File: config.mk
export PLATFORM = sky130hd
export DESIGN_NAME = param_fifo
export DESIGN_NICKNAME = d
export VERILOG_FILES = /design/src/rtl/param_fifo.sv
export SDC_FILE = /design/constraint.sdc
export NUM_CORES = 1
export LEC_CHECK = 0
export BUFFER_PORTS_ARGS = -buffer_cell sky130_fd_sc_hd__buf_4
export CAP_MARGIN = 30
export CORE_MARGIN = 2
export CORE_UTILIZATION = 30
export CTS_CLUSTER_SIZE = 30
export DETAILED_ROUTE_END_ITERATION = 12
export GPL_ROUTABILITY_DRIVEN = 0
export PLACE_DENSITY_LB_ADDON = 0.1
export SLEW_MARGIN = 20
export SYNTH_ARGS = -nofsm -noshare
export SYNTH_HDL_FRONTEND = slang
export SYNTH_SLANG_ARGS = --single-unit
File: constraint.sdc
create_clock -name pclk -period 3.39 [get_ports pclk]
set_input_delay 1.017 -clock pclk [delete_from_list [all_inputs] [get_ports pclk]]
set_output_delay 1.017 -clock pclk [all_outputs]
set_load 0.05 [all_outputs]
File: src/rtl/param_fifo.sv
// Parametrised synchronous FIFO for the SSP data path: occupancy count, almost-full/empty flags, sticky error flags.
// Define PARAM_FIFO_FWFT_EN for a first-word fall-through read port; the default build has a registered read.
module param_fifo #(
    parameter int WIDTH    = 8,
    parameter int DEPTH    = 4,
    parameter int AF_LEVEL = DEPTH - 1,
    parameter int AE_LEVEL = 1
) (
    input  logic                     pclk,
    input  logic                     clear,
    input  logic                     en,
    input  logic                     wrReq,
    input  logic [WIDTH-1:0]         wordIn,
    input  logic                     rdReq,
    output logic [WIDTH-1:0]         wordOut,
    output logic [$clog2(DEPTH):0]   count,
    output logic                     full,
    output logic                     empty,
    output logic                     almostFull,
    output logic                     almostEmpty,
    output logic                     overflow,
    output logic                     underflow,
    input  logic                     intrClr,
    output logic                     intr
);

    localparam int AW = $clog2(DEPTH);
    localparam int CW = AW + 1;

    logic [WIDTH-1:0] mem_q [DEPTH];
    logic [WIDTH-1:0] mem_d [DEPTH];
    logic [AW-1:0]    wp_q, wp_d;
    logic [AW-1:0]    rp_q, rp_d;
    logic [CW-1:0]    count_q, count_d;
    logic             ovf_q, ovf_d;
    logic             unf_q, unf_d;
    logic             wr_acc, rd_acc;

    assign count       = count_q;
    assign full        = (count_q == CW'(DEPTH));
    assign empty       = (count_q == '0);
    assign almostFull  = (count_q >= CW'(AF_LEVEL));
    assign almostEmpty = (count_q <= CW'(AE_LEVEL));
    assign overflow    = ovf_q;
    assign underflow   = unf_q;
    assign intr        = ovf_q | unf_q;

    // NOTE: every always_comb target gets a default before any branch, so no path leaves it unassigned and no latch is inferred.
    always_comb begin
        rd_acc  = en && rdReq && !empty;
        wr_acc  = en && wrReq && (!full || rd_acc);
        mem_d   = mem_q;
        wp_d    = wp_q;
        rp_d    = rp_q;
        ovf_d   = ovf_q;
        unf_d   = unf_q;
        count_d = count_q + CW'(wr_acc) - CW'(rd_acc);

        if (wr_acc) begin
            mem_d[wp_q] = wordIn;
            wp_d        = wp_q + AW'(1);
        end
        if (rd_acc) begin
            rp_d = rp_q + AW'(1);
        end

        // A new error in the same cycle as intrClr must survive, so the set comes last.
        if (en && intrClr) begin
            ovf_d = 1'b0;
            unf_d = 1'b0;
        end
        if (en && wrReq && !wr_acc) ovf_d = 1'b1;
        if (en && rdReq && !rd_acc) unf_d = 1'b1;
    end

    // NOTE: sequential state is updated only with non-blocking assignments so every flop samples pre-edge values.
    always_ff @(posedge pclk) begin
        if (clear) begin
            wp_q    <= '0;
            rp_q    <= '0;
            count_q <= '0;
            ovf_q   <= 1'b0;
            unf_q   <= 1'b0;
        end else begin
            wp_q    <= wp_d;
            rp_q    <= rp_d;
            count_q <= count_d;
            ovf_q   <= ovf_d;
            unf_q   <= unf_d;
        end
    end

    // NOTE: the storage array has no reset; its contents are don't-care after clear and the pointers gate every read.
    always_ff @(posedge pclk) begin
        mem_q <= mem_d;
    end

`ifdef PARAM_FIFO_FWFT_EN
    assign wordOut = empty ? '0 : mem_q[rp_q];
`else
    logic [WIDTH-1:0] rdata_q, rdata_d;

    always_comb begin
        rdata_d = rd_acc ? mem_q[rp_q] : rdata_q;
    end

    always_ff @(posedge pclk) begin
        if (clear) begin
            rdata_q <= '0;
        end else begin
            rdata_q <= rdata_d;
        end
    end

    assign wordOut = rdata_q;
`endif

endmodule

==> summary.txt, run 1 <==
STA
  • FMAX: 400 MHz
  • Slew Limit Fails: 0
  • Post-route minimum period: 2500 ps
  • Slew headroom: 0.575
  • Setup TNS: 0 ps
  • Endpoints failing hold: 0
  • Tightest Pin Transition: 637 ps
  • RSZ-0062 raised after global routing: false
  • Final period utilization: 0.737
  • Final setup violation count: 0
  • Worst clock skew: 1.36 ps

Power and ir drop
  • Leak Pwr: 0.869 nW
  • Clock share of power: 0.227
  • Internal power: 0.000977 W
  • Flop pwr share: 0.485
  • Sw frac: 0.353
  • Maximum vdd drop: 161 uV
  • Sw power: 0.000533 W
  • Comb pwr share: 0.288
  • P per Cell Area: 628 mW/mm2

Routing
  • DR iter-0 viols: 39
  • Routed wire length per instance: 14.5 um
  • Vias per cell: 4.56
  • DR vias: 1135
  • DRC Markers: 0
  • Pre-antenna DRT Iters: 4
  • Total Routed Length: 3600 um
  • ANT nets after route: 0

Synth
  • Post-synthesis area per instance: 14.6 um2
  • Syn Std Cell Area: 0.00201 mm2
  • Post-synthesis sequential area ratio: 0.646
  • Share of the synthesized area in the top cell type: 0.477
  • Area contributors post-synth: edfxtp_1 48%, dfxtp_1 17%, mux4_2 8.9%
  • Cell variety after synth: 29
  • Most area-hungry cell type in the Yosys netlist: edfxtp_1
  • Post-Syn Nets: 161
  • Gate Count Post-Synth: 138
  • Yosys Warn Count: 0
  • FF+latch count, synth: 49

Finish
  • Fillcell total: 644
  • Commonest cells after routing, fill and taps aside: 32 x edfxtp_1, 31 x buf_4, 21 x nand2_1
  • Commonest non-fill, non-tap cell in the layout: edfxtp_1
  • P&R area growth vs syn: 19.3%
  • Reg area: 0.00130 mm2
  • Fin cells: 249
  • Layout cell share with drive strength beyond 1: 0.331
  • Multi-input gate area: 648 um2
  • Ant. Diodes: 0
  • Layout Nets: 194

Setup path
  • Reg2reg path depth: 8
  • Critical path fanouts, max: 5
  • Crit path launch type: flop
  • Worst EP arrival: 1480 ps
  • Reg-to-Reg Start: count[0]$_SDFF_PP0_
  • Worst reg2reg path endpoint: count[2]$_SDFF_PP0_
  • Critical path type: flop to primary output
  • Internal reg-to-reg setup slack: 990 ps
  • CP endpoint kind: primary output
  • Critical Path RT: 2370 ps

CTS
  • Resized Gates After CTS: 0
  • Post-CTS setup buffers: 0
  • Clock tree sinks: 49
  • Cts hold-fix bufs: 0
  • Root Driver: clkbuf_8
  • Clock buffer depth: 2
  • TritonCTS clock tree: built
  • Num CTS Buffers: 5
  • Clk pin slew, worst setup/hold paths: 90 ps
  • H-Tree Depth: 2
  • Clock Latency Late Sink: 300 ps

Floorplanning
  • Boundary Pins: 32
  • Core Box Area: 0.00642 mm2
  • Die Height: 85.9 um
  • Die ar.: 0.00739 mm2
  • # rows: 29
  • Die Span X: 85.9 um
  • Initial core utilization: 0.314

Global route
  • Initial antenna violation count: 0
  • First-pass GRT wire length: 5930 um
  • Total track usage: 0.108
  • Remaining Overflow, GRT: 0
  • Pin count of the biggest net entering global routing: 20
  • Number of global-route vias before repair: 1138

Place
  • HPWL Detailed: 2530 um
  • Count of input and output buffers: 31
  • Placed cells: 241

Flow run
  • Max-cap viol count: 0

Worst hold path
  • Hold EP: wordOut[1]$_SDFFE_PP0P_
  • Hold depth: 2
  • Hold wc startpoint: wordOut[1]$_SDFFE_PP0P_
  • Hold WC Path Type: flop to flop

Outcome
  • Status: finished clean
logic make-up (layout without fill, tap and decap cells):
kind of cell / count (synthesis) / after routing / synth area share
and+or+nand+nor: 40 / 40 / 0.104
buffers and inverters: 14 / 48 / 0.0323
adders and majority gates: 9 / 9 / 0.0596
DFF: 49 / 49 / 0.646
AOI/OAI and AO/OA: 15 / 15 / 0.0516
muxes: 10 / 10 / 0.102
xor gates and xnor gates: 1 / 1 / 0.00435
synthesized netlist by cell type, drive strengths merged:
| cell | instances |
|---|---|
| xor2 | 1 |
| nor4b | 1 |
| mux2 | 1 |
| mux2i | 1 |
| fa | 1 |
| nor2b | 2 |
| nor2 | 6 |
| nand2b | 2 |
| a32oi | 2 |
| inv | 9 |
| ha | 8 |
| nand2 | 21 |
| o311ai | 1 |
| or2 | 1 |
| edfxtp | 32 |
| a21oi | 10 |
| mux4 | 8 |
| nor3 | 2 |
| and2 | 4 |
| o21ai | 2 |
| or3 | 1 |
| clkbuf | 3 |
| buf | 2 |
| dfxtp | 17 |
routing by layer:
layer,share of wire,routed length [um],track usage,up-vias
li1,-,-,-,556
met1,0.49,1760,0.143,540
met2,0.44,1570,0.165,34
met3,0.062,222,0.0375,5
met4,0.014,52,0.0390,0
met5,0,0,0,-
power by group through the flow:
stage / Clock (W) / Sequential (W) / Combinational, W
final: 0.000343 / 0.000732 / 0.000434
after global routing: 0.000385 / 0.000744 / 0.000469
after CTS: 0.000360 / 0.000736 / 0.000439
after detailed placement: 0 / 0.000750 / 0.000439
after global placement: 0 / 0.000744 / 0.000435
after floorplan: 0 / 0.000808 / 0.000254
registers in the layout, indices dropped and copies added, names as in the netlist:
signal	flops
count	3
mem_q	32
overflow	1
rp_q	2
underflow	1
wordOut	8
wp_q	2
worst max-delay path by stage:
stage,from,to,slack [ps],depth (start not counted)
2_1_floorplan,count[2]$_SDFF_PP0_,full,410,2
3_3_place_gp,en,count[2]$_SDFF_PP0_,670,9
3_5_place_dp,en,count[2]$_SDFF_PP0_,630,9
4_1_cts,count[2]$_SDFF_PP0_,almostFull,850,5
5_1_grt,count[2]$_SDFF_PP0_,almostFull,710,5
6_report,count[2]$_SDFF_PP0_,almostFull,890,5
metrics by stage:
step / hold WS (ps) / setup slack [ps] / cell area (um2) / util / power (W)
2_1_floorplan: 482 / 408 / 2010 / - / 0.00106
3_3_place_gp: 452 / 673 / 2310 / 0.360 / 0.00118
3_5_place_dp: 454 / 633 / 2310 / 0.360 / 0.00119
4_1_cts: 466 / 849 / 2400 / 0.374 / 0.00153
5_1_grt: 490 / 706 / 2400 / 0.374 / 0.00160
6_report: 462 / 892 / 2400 / 0.374 / 0.00151
critical path, stage by stage, from the launching register on:
cell,delay [ps]
dfxtp_1,470
inv_1,140
ha_1,190
o21ai_0,130
nand2_1,70
buf_4,190
cell type report:
class	count	share of cell area
clock buffers	5	0.0286
clock inverters	3	0.00885
inverters	9	0.0141
multi-input cells	75	0.270
flip-flops and latches	49	0.542
well taps	77	0.0401
repair buffers	31	0.0969
Note: power is estimated with default switching activity, not from simulation.
==> run 2, diff against run 1 <==
--- a/config.mk
+++ b/config.mk
@@ -5,6 +5,7 @@
 export SDC_FILE = /design/constraint.sdc
 export NUM_CORES = 1
 export LEC_CHECK = 0
+export ABC_AREA = 1
 export BUFFER_PORTS_ARGS = -buffer_cell sky130_fd_sc_hd__buf_4
 export CAP_MARGIN = 30
 export CORE_MARGIN = 2
==> constraint.sdc (replaced) <==
create_clock -name pclk -period 2.3 [get_ports pclk]
set_input_delay 0.69 -clock pclk [delete_from_list [all_inputs] [get_ports pclk]]
set_output_delay 0.69 -clock pclk [all_outputs]
set_load 0.05 [all_outputs]
==> summary.txt, run 2 <==
Routing
  • Vias per cell: 3.99 (-12%)
  • Total Routed Length: 4440 um (+23%)
  • DRC Markers: 0 (unchanged)
  • DR vias: 1605 (+41%)
  • Routed wire length per instance: 11.1 um (-24%)
  • ANT nets after route: 0 (unchanged)
  • Pre-antenna DRT Iters: 4 (unchanged)
  • DR iter-0 viols: 50 (+28%)

Synth
  • Most area-hungry cell type in the Yosys netlist: edfxtp_1
  • Top cells by count, synth: 66 x nand2_1, 57 x inv_1, 32 x edfxtp_1
  • FF+latch count, synth: 49 (unchanged)
  • Post-Syn Nets: 278 (+73%)
  • Post-synthesis area per instance: 9.06 um2 (-38%)
  • Gate Count Post-Synth: 255 (+85%)
  • Area contributors post-synth: edfxtp_1 42%, dfxtp_1 15%, nand2_1 11%
  • Count leader, synth: nand2_1
  • Yosys Warn Count: 0 (unchanged)
  • Most common flop cell mapped by yosys: edfxtp_1
  • Syn Std Cell Area: 0.00231 mm2 (+15%)
  • Cell variety after synth: 27 (-6.9%)
  • Post-synthesis sequential area ratio: 0.563 (-0.0829)
  • Asr flop ratio synth: 0 (unchanged)
  • Post-synth EDFFs: 32 (unchanged)
  • Share of the synthesized area in the top cell type: 0.416 (-0.0612)

Power and ir drop
  • Sw power: 0.000970 W (+82%)
  • Power Total: 0.00249 W (+65%)
  • Maximum vdd drop: 310 uV (+92%)
  • Sw frac: 0.390 (+0.0368)
  • Internal power: 0.00152 W (+55%)
  • P per Cell Area: 893 mW/mm2 (+42%)
  • Leak Pwr: 1.33 nW (+53%)
  • Flop pwr share: 0.432 (-0.053)
  • Clock share of power: 0.207 (-0.020)
  • Comb pwr share: 0.361 (+0.073)

STA
  • Final period utilization: 0.926
  • Setup TNS: 0 ps (unchanged)
  • Endpoints failing hold: 0 (unchanged)
  • Slew headroom: 0.710 (+0.135)
  • Worst clock skew: 6.80 ps (+5.44 ps)
  • Final setup violation count: 0 (unchanged)
  • RSZ-0062 raised after global routing: false
  • Slew Limit Fails: 0 (unchanged)
  • Post-route minimum period: 2130 ps
  • Final worst slack: 171 ps (-720 ps)
  • FMAX: 470 MHz
  • Tightest Pin Transition: 435 ps (-202 ps)

Setup path
  • Critical Path RT: 1610 ps (-760 ps)
  • CP delay by family, top: flip-flops
  • CP peak stage delay: 390 ps (-80 ps)
  • CP endpoint kind: primary output
  • Crit-path cells: inv_1, ha_1, o21ai_0, nand2_1, buf_4
  • Critical path buffer and inverter count: 2 (unchanged)
  • Critical path type: flop to primary output
  • Slowest CP cell: dfxtp_1
  • Crit path launch type: flop
  • Critical path fanouts, max: 5 (unchanged)
  • Worst EP arrival: 1440 ps (-40 ps)

Floorplanning
  • Core Box Area: 0.00761 mm2 (+18%)
  • Die Height: 91.8 um (+6.8%)
  • # rows: 32 (+10%)
  • Die ar.: 0.00842 mm2 (+14%)
  • Initial core utilization: 0.304 (-0.00987)
  • Boundary Pins: 32 (unchanged)
  • Die Span X: 91.8 um (+6.8%)

CTS
  • Num CTS Buffers: 5 (unchanged)
  • Root Driver: clkbuf_8
  • Resized Gates After CTS: 0 (unchanged)
  • Clock buffer depth: 2 (unchanged)
  • TritonCTS clock tree: built
  • Clock tree sinks: 49 (unchanged)
  • H-Tree Depth: 2 (unchanged)
  • Cts hold-fix bufs: 0 (unchanged)
  • Clk pin slew, worst setup/hold paths: 100 ps (about the same)
  • Clock Latency Late Sink: 300 ps (about the same)
  • Post-CTS setup buffers: 0 (unchanged)

Global route
  • Met3 GRT Util: 0.0255 (-0.0121)
  • Number of global-route vias before repair: 1471 (+29%)
  • Total track usage: 0.111 (+0.00310)
  • GR Util met2: 0.192 (+0.0269)
  • Remaining Overflow, GRT: 0 (unchanged)
  • Met1 Usage GRT: 0.137 (-0.00556)
  • Initial antenna violation count: 0 (unchanged)
  • First-pass GRT wire length: 7240 um (+22%)
  • Pin count of the biggest net entering global routing: 19 (-5.0%)
  • GRT busiest layer: met2

Worst hold path
  • Hold WC Path Type: flop to flop

Place
  • Count of input and output buffers: 31 (unchanged)
  • Setup slack at placement: 2.52 ps (-631 ps)
  • HPWL Detailed: 3050 um (+21%)
  • Placed cells: 394 (+63%)

Flow run
  • Max-cap viol count: 0 (unchanged)

Finish
  • Max reg flops: 32 (unchanged)
  • Core Util, Final: 0.366 (-0.00760)
  • Layout cell share with drive strength beyond 1: 0.217 (-0.115)
  • P&R area growth vs syn: 20.6%
  • Layout Nets: 322 (+66%)
  • Fin cells: 402 (+61%)
  • Commonest non-fill, non-tap cell in the layout: nand2_1
  • Ant. Diodes: 0 (unchanged)
  • Biggest register: mem_q
  • Commonest cells after routing, fill and taps aside: 66 x nand2_1, 57 x inv_1, 43 x buf_4

Outcome
  • Status: finished clean
==> run 2: cell types whose count changed in the layout (fill, tap and decap cells not counted), sizes merged, moves of 5 or more <==
cell,previous run,this run
a21oi,10,5
mux4,8,0
buf,31,43
nand3,0,20
nand2,21,72
nor2,6,28
inv,10,60
==> run 2: power by group through the flow <==
| stage | logic (W) | clock network, W | registers, W |
|---|---|---|---|
| after global placement | 0.000914 | 0 | 0.00110 |
| after detailed placement | 0.000916 | 0 | 0.00110 |
| after global routing | 0.000991 | 0.000576 | 0.00109 |
| after CTS | 0.000918 | 0.000541 | 0.00108 |
| final | 0.000898 | 0.000515 | 0.00108 |
| after floorplan | 0.000530 | 0 | 0.00124 |
==> run 2: per-layer routing <==
layer | wire length, um | vias to the layer above
li1 | - | 857
met1 | 2050 | 715
met2 | 2190 | 31
met3 | 169 | 2
met4 | 38 | 0
met5 | 0 | -
==> run 2: worst min-delay path: stages (launching register included) <==
cell and delay (ps):
dfxtp_1 330, nand2_1 60, a21oi_1 50
==> run 2: area by class of cell <==
class                   instances  area, um2
clock buffers                   5       68.8
repair buffers                 43        323
inverters                      60        233
clock inverters                 3       21.3
fillers                       814       4820
flip-flops and latches         49       1300
multi-input cells             140        713
well taps                     102        128
==> run 2: final timing paths <==
path                                from                endpoint  slack, ps  depth (start not counted)
setup reg to reg     count[2]$_SDFF_PP0_     count[2]$_SDFF_PP0_        370                         10
hold reg to reg   underflow$_SDFFE_PP0P_  underflow$_SDFFE_PP0P_        480                          2
setup / recovery     count[2]$_SDFF_PP0_              almostFull        170                          5
hold / removal    underflow$_SDFFE_PP0P_  underflow$_SDFFE_PP0P_        480                          2
==> run 2: logic make-up after synthesis <==
| group | after synthesis | share of synthesized area |
|---|---|---|
| buf+inv | 66 | 0.130 |
| simple gates | 123 | 0.232 |
| compound gates | 7 | 0.0184 |
| flops | 49 | 0.563 |
| xor+xnor | 1 | 0.00379 |
| fa+ha+maj | 9 | 0.0520 |
==> run 2: metrics by stage <==
step                area [um2]  hold slack (ps)
global placement          2700              470
finish                    2790              482
floorplan                 2320              503
detailed placement        2700              472
global route              2790              528
CTS                       2790              487
==> run 3, diff against run 2 <==
==> constraint.sdc (replaced) <==
create_clock -name pclk -period 2.3 [get_ports pclk]
set_input_delay 0.46 -clock pclk [delete_from_list [all_inputs] [get_ports pclk]]
set_output_delay 0.46 -clock pclk [all_outputs]
set_load 0.05 [all_outputs]
==> summary.txt, run 3 (synthesis gave the netlist of run 2 again) <==
Setup path
  • Internal reg-to-reg setup slack: 300 ps (-70 ps)
  • Launch point of the critical path: count[1]$_SDFF_PP0_
  • Reg2reg path depth: 9 (-1)
  • CP endpoint kind: flop
  • Worst reg2reg path endpoint: count[2]$_SDFF_PP0_
  • Critical path fanouts, max: 6 (+1)
  • Crit path launch type: flop
  • Critical path type: flop to flop
  • Critical Path RT: 2500 ps (+890 ps)
  • Reg-to-Reg Start: count[1]$_SDFF_PP0_
  • Worst EP arrival: 2200 ps (+760 ps)

STA
  • Final worst slack: 304 ps (+132 ps)
  • Tightest Pin Transition: 451 ps (+15.9 ps)
  • Worst clock skew: 6.50 ps (-0.301 ps)
  • Post-route minimum period: 2000 ps (-132 ps)
  • Final period utilization: 0.868 (-0.0576)
  • FMAX: 501 MHz (+6.6%)
  • Endpoints failing hold: 0 (unchanged)
  • Final setup violation count: 0 (unchanged)
  • RSZ-0062 raised after global routing: false
  • Setup TNS: 0 ps (unchanged)
  • Slew headroom: 0.699 (-0.0106)
  • Hold Slack: 356 ps (-126 ps)
  • Slew Limit Fails: 0 (unchanged)

CTS
  • H-Tree Depth: 2 (unchanged)
  • Num CTS Buffers: 5 (unchanged)
  • Cts hold-fix bufs: 0 (unchanged)
  • Clock tree sinks: 49 (unchanged)
  • Resized Gates After CTS: 0 (unchanged)
  • Clock Latency Late Sink: 300 ps (about the same)
  • Clk pin slew, worst setup/hold paths: 90 ps (about the same)
  • Root Driver: clkbuf_8
  • Post-CTS setup buffers: 0 (unchanged)
  • Clock buffer depth: 2 (unchanged)
  • TritonCTS clock tree: built

Finish
  • Max reg flops: 32 (unchanged)
  • Ant. Diodes: 0 (unchanged)
  • Layout Nets: 318 (-1.2%)
  • Final Cell Area: 0.00277 mm2 (-0.49%)
  • Commonest cells after routing, fill and taps aside: 66 x nand2_1, 57 x inv_1, 39 x buf_4
  • Layout cell share with drive strength beyond 1: 0.203 (-0.0140)
  • Reg area: 0.00130 mm2 (unchanged)
  • Commonest non-fill, non-tap cell in the layout: nand2_1
  • P&R area growth vs syn: 20.0%
  • Multi-input gate area: 713 um2 (unchanged)
  • Fillcell total: 831 (+2.1%)
  • Biggest register: mem_q

Worst hold path
  • Hold wc startpoint: wordIn[0]
  • Hold EP: mem_q[0]$_DFFE_PP_
  • Hold depth: 1 (-1)
  • Hold WC Path Type: primary input to flop

Routing
  • DR vias: 1557 (-3.0%)
  • Met3 wire len: 185 um (+9.5%)
  • Total Routed Length: 4520 um (+1.8%)
  • Post-Route M1 WL: 2100 um (+2.6%)
  • DRC Markers: 0 (unchanged)
  • Max layer used: met4
  • Vias per cell: 3.91 (-2.0%)
  • ANT nets after route: 0 (unchanged)
  • Routed wl met2: 2200 um (+0.27%)
  • Routed wire length per instance: 11.4 um (+2.8%)
  • Pre-antenna DRT Iters: 4 (unchanged)
  • DR iter-0 viols: 49 (-2.0%)

Place
  • HPWL Detailed: 3020 um (-1.2%)
  • Count of input and output buffers: 31 (unchanged)
  • Placed Area: 0.00267 mm2 (-1.1%)
  • Setup slack at placement: 176 ps (+174 ps)

Floorplanning
  • Die Height: 91.8 um (unchanged)
  • Die Span X: 91.8 um (unchanged)
  • Core Box Area: 0.00761 mm2 (unchanged)
  • Initial core utilization: 0.304 (unchanged)
  • Boundary Pins: 32 (unchanged)
  • Die ar.: 0.00842 mm2 (unchanged)
  • # rows: 32 (unchanged)

Global route
  • Pin count of the biggest net entering global routing: 19 (unchanged)
  • Initial antenna violation count: 0 (unchanged)
  • Total track usage: 0.114 (+0.00291)
  • First-pass GRT wire length: 7290 um (+0.66%)
  • Remaining Overflow, GRT: 0 (unchanged)
  • Number of global-route vias before repair: 1417 (-3.7%)

Power and ir drop
  • P per Cell Area: 916 mW/mm2 (+2.6%)
  • Power Total: 0.00254 W (+2.1%)
  • Maximum vdd drop: 255 uV (-18%)
  • Leak Pwr: 1.32 nW (-0.82%)

Outcome
  • Status: finished clean

Flow run
  • Max-cap viol count: 0 (unchanged)
## run 3: cell count changes in the layout (fill, tap and decap cells not counted), sizes merged
cell      delta
buf          -4
clkbuf       +2
clkinvlp     -1
inv          -1
## run 3: worst max-delay path: stages (launching register included)
cell     delay, ps
dfxtp_1        480
nor2_4          70
nand3_1        160
nand2_1        110
ha_1           290
inv_1           40
ha_1           180
fa_1           380
xor2_1         160
nor2_1          50
## run 3: metal layers
layer | track usage | vias to the layer above
met1 | 0.139 | 673
met4 | 0.0448 | 0
met5 | 0 | -
li1 | - | 852
met3 | 0.0263 | 2
met2 | 0.196 | 30
## run 3: stage by stage
step | cells | util
2_1_floorplan | 255 | -
3_3_place_gp | 390 | 0.351
3_5_place_dp | 390 | 0.351
4_1_cts | 398 | 0.365
5_1_grt | 398 | 0.365
6_report | 398 | 0.365
## run 3: report_power, final
| group | switching, W | internal [W] | leakage, nW |
|---|---|---|---|
| Sequential | 0.0000565 | 0.00101 | 0.429 |
| Combinational | 0.000616 | 0.000278 | 0.834 |
| Clock | 0.000293 | 0.000283 | 0.0536 |
| Total | 0.000965 | 0.00157 | 1.32 |
## run 3: final cells by class
| cell class | count | share of cell area |
|---|---|---|
| sequential | 49 | 0.469 |
| multi-input combinational | 140 | 0.257 |
| timing repair buffer | 39 | 0.106 |
| inverter | 60 | 0.0839 |
| tap | 102 | 0.0460 |
| clock buffer | 7 | 0.0352 |
| clock inverter | 1 | 0.00316 |
## run 3: worst max-delay path by stage
| stage | endpoint | cells after the start |
|---|---|---|
| 5_1_grt | count[2]$_SDFF_PP0_ | 9 |
| 4_1_cts | count[2]$_SDFF_PP0_ | 9 |
| 2_1_floorplan | count[2]$_SDFF_PP0_ | 9 |
| 6_report | count[2]$_SDFF_PP0_ | 9 |
| 3_5_place_dp | count[2]$_SDFF_PP0_ | 10 |
| 3_3_place_gp | count[2]$_SDFF_PP0_ | 10 |
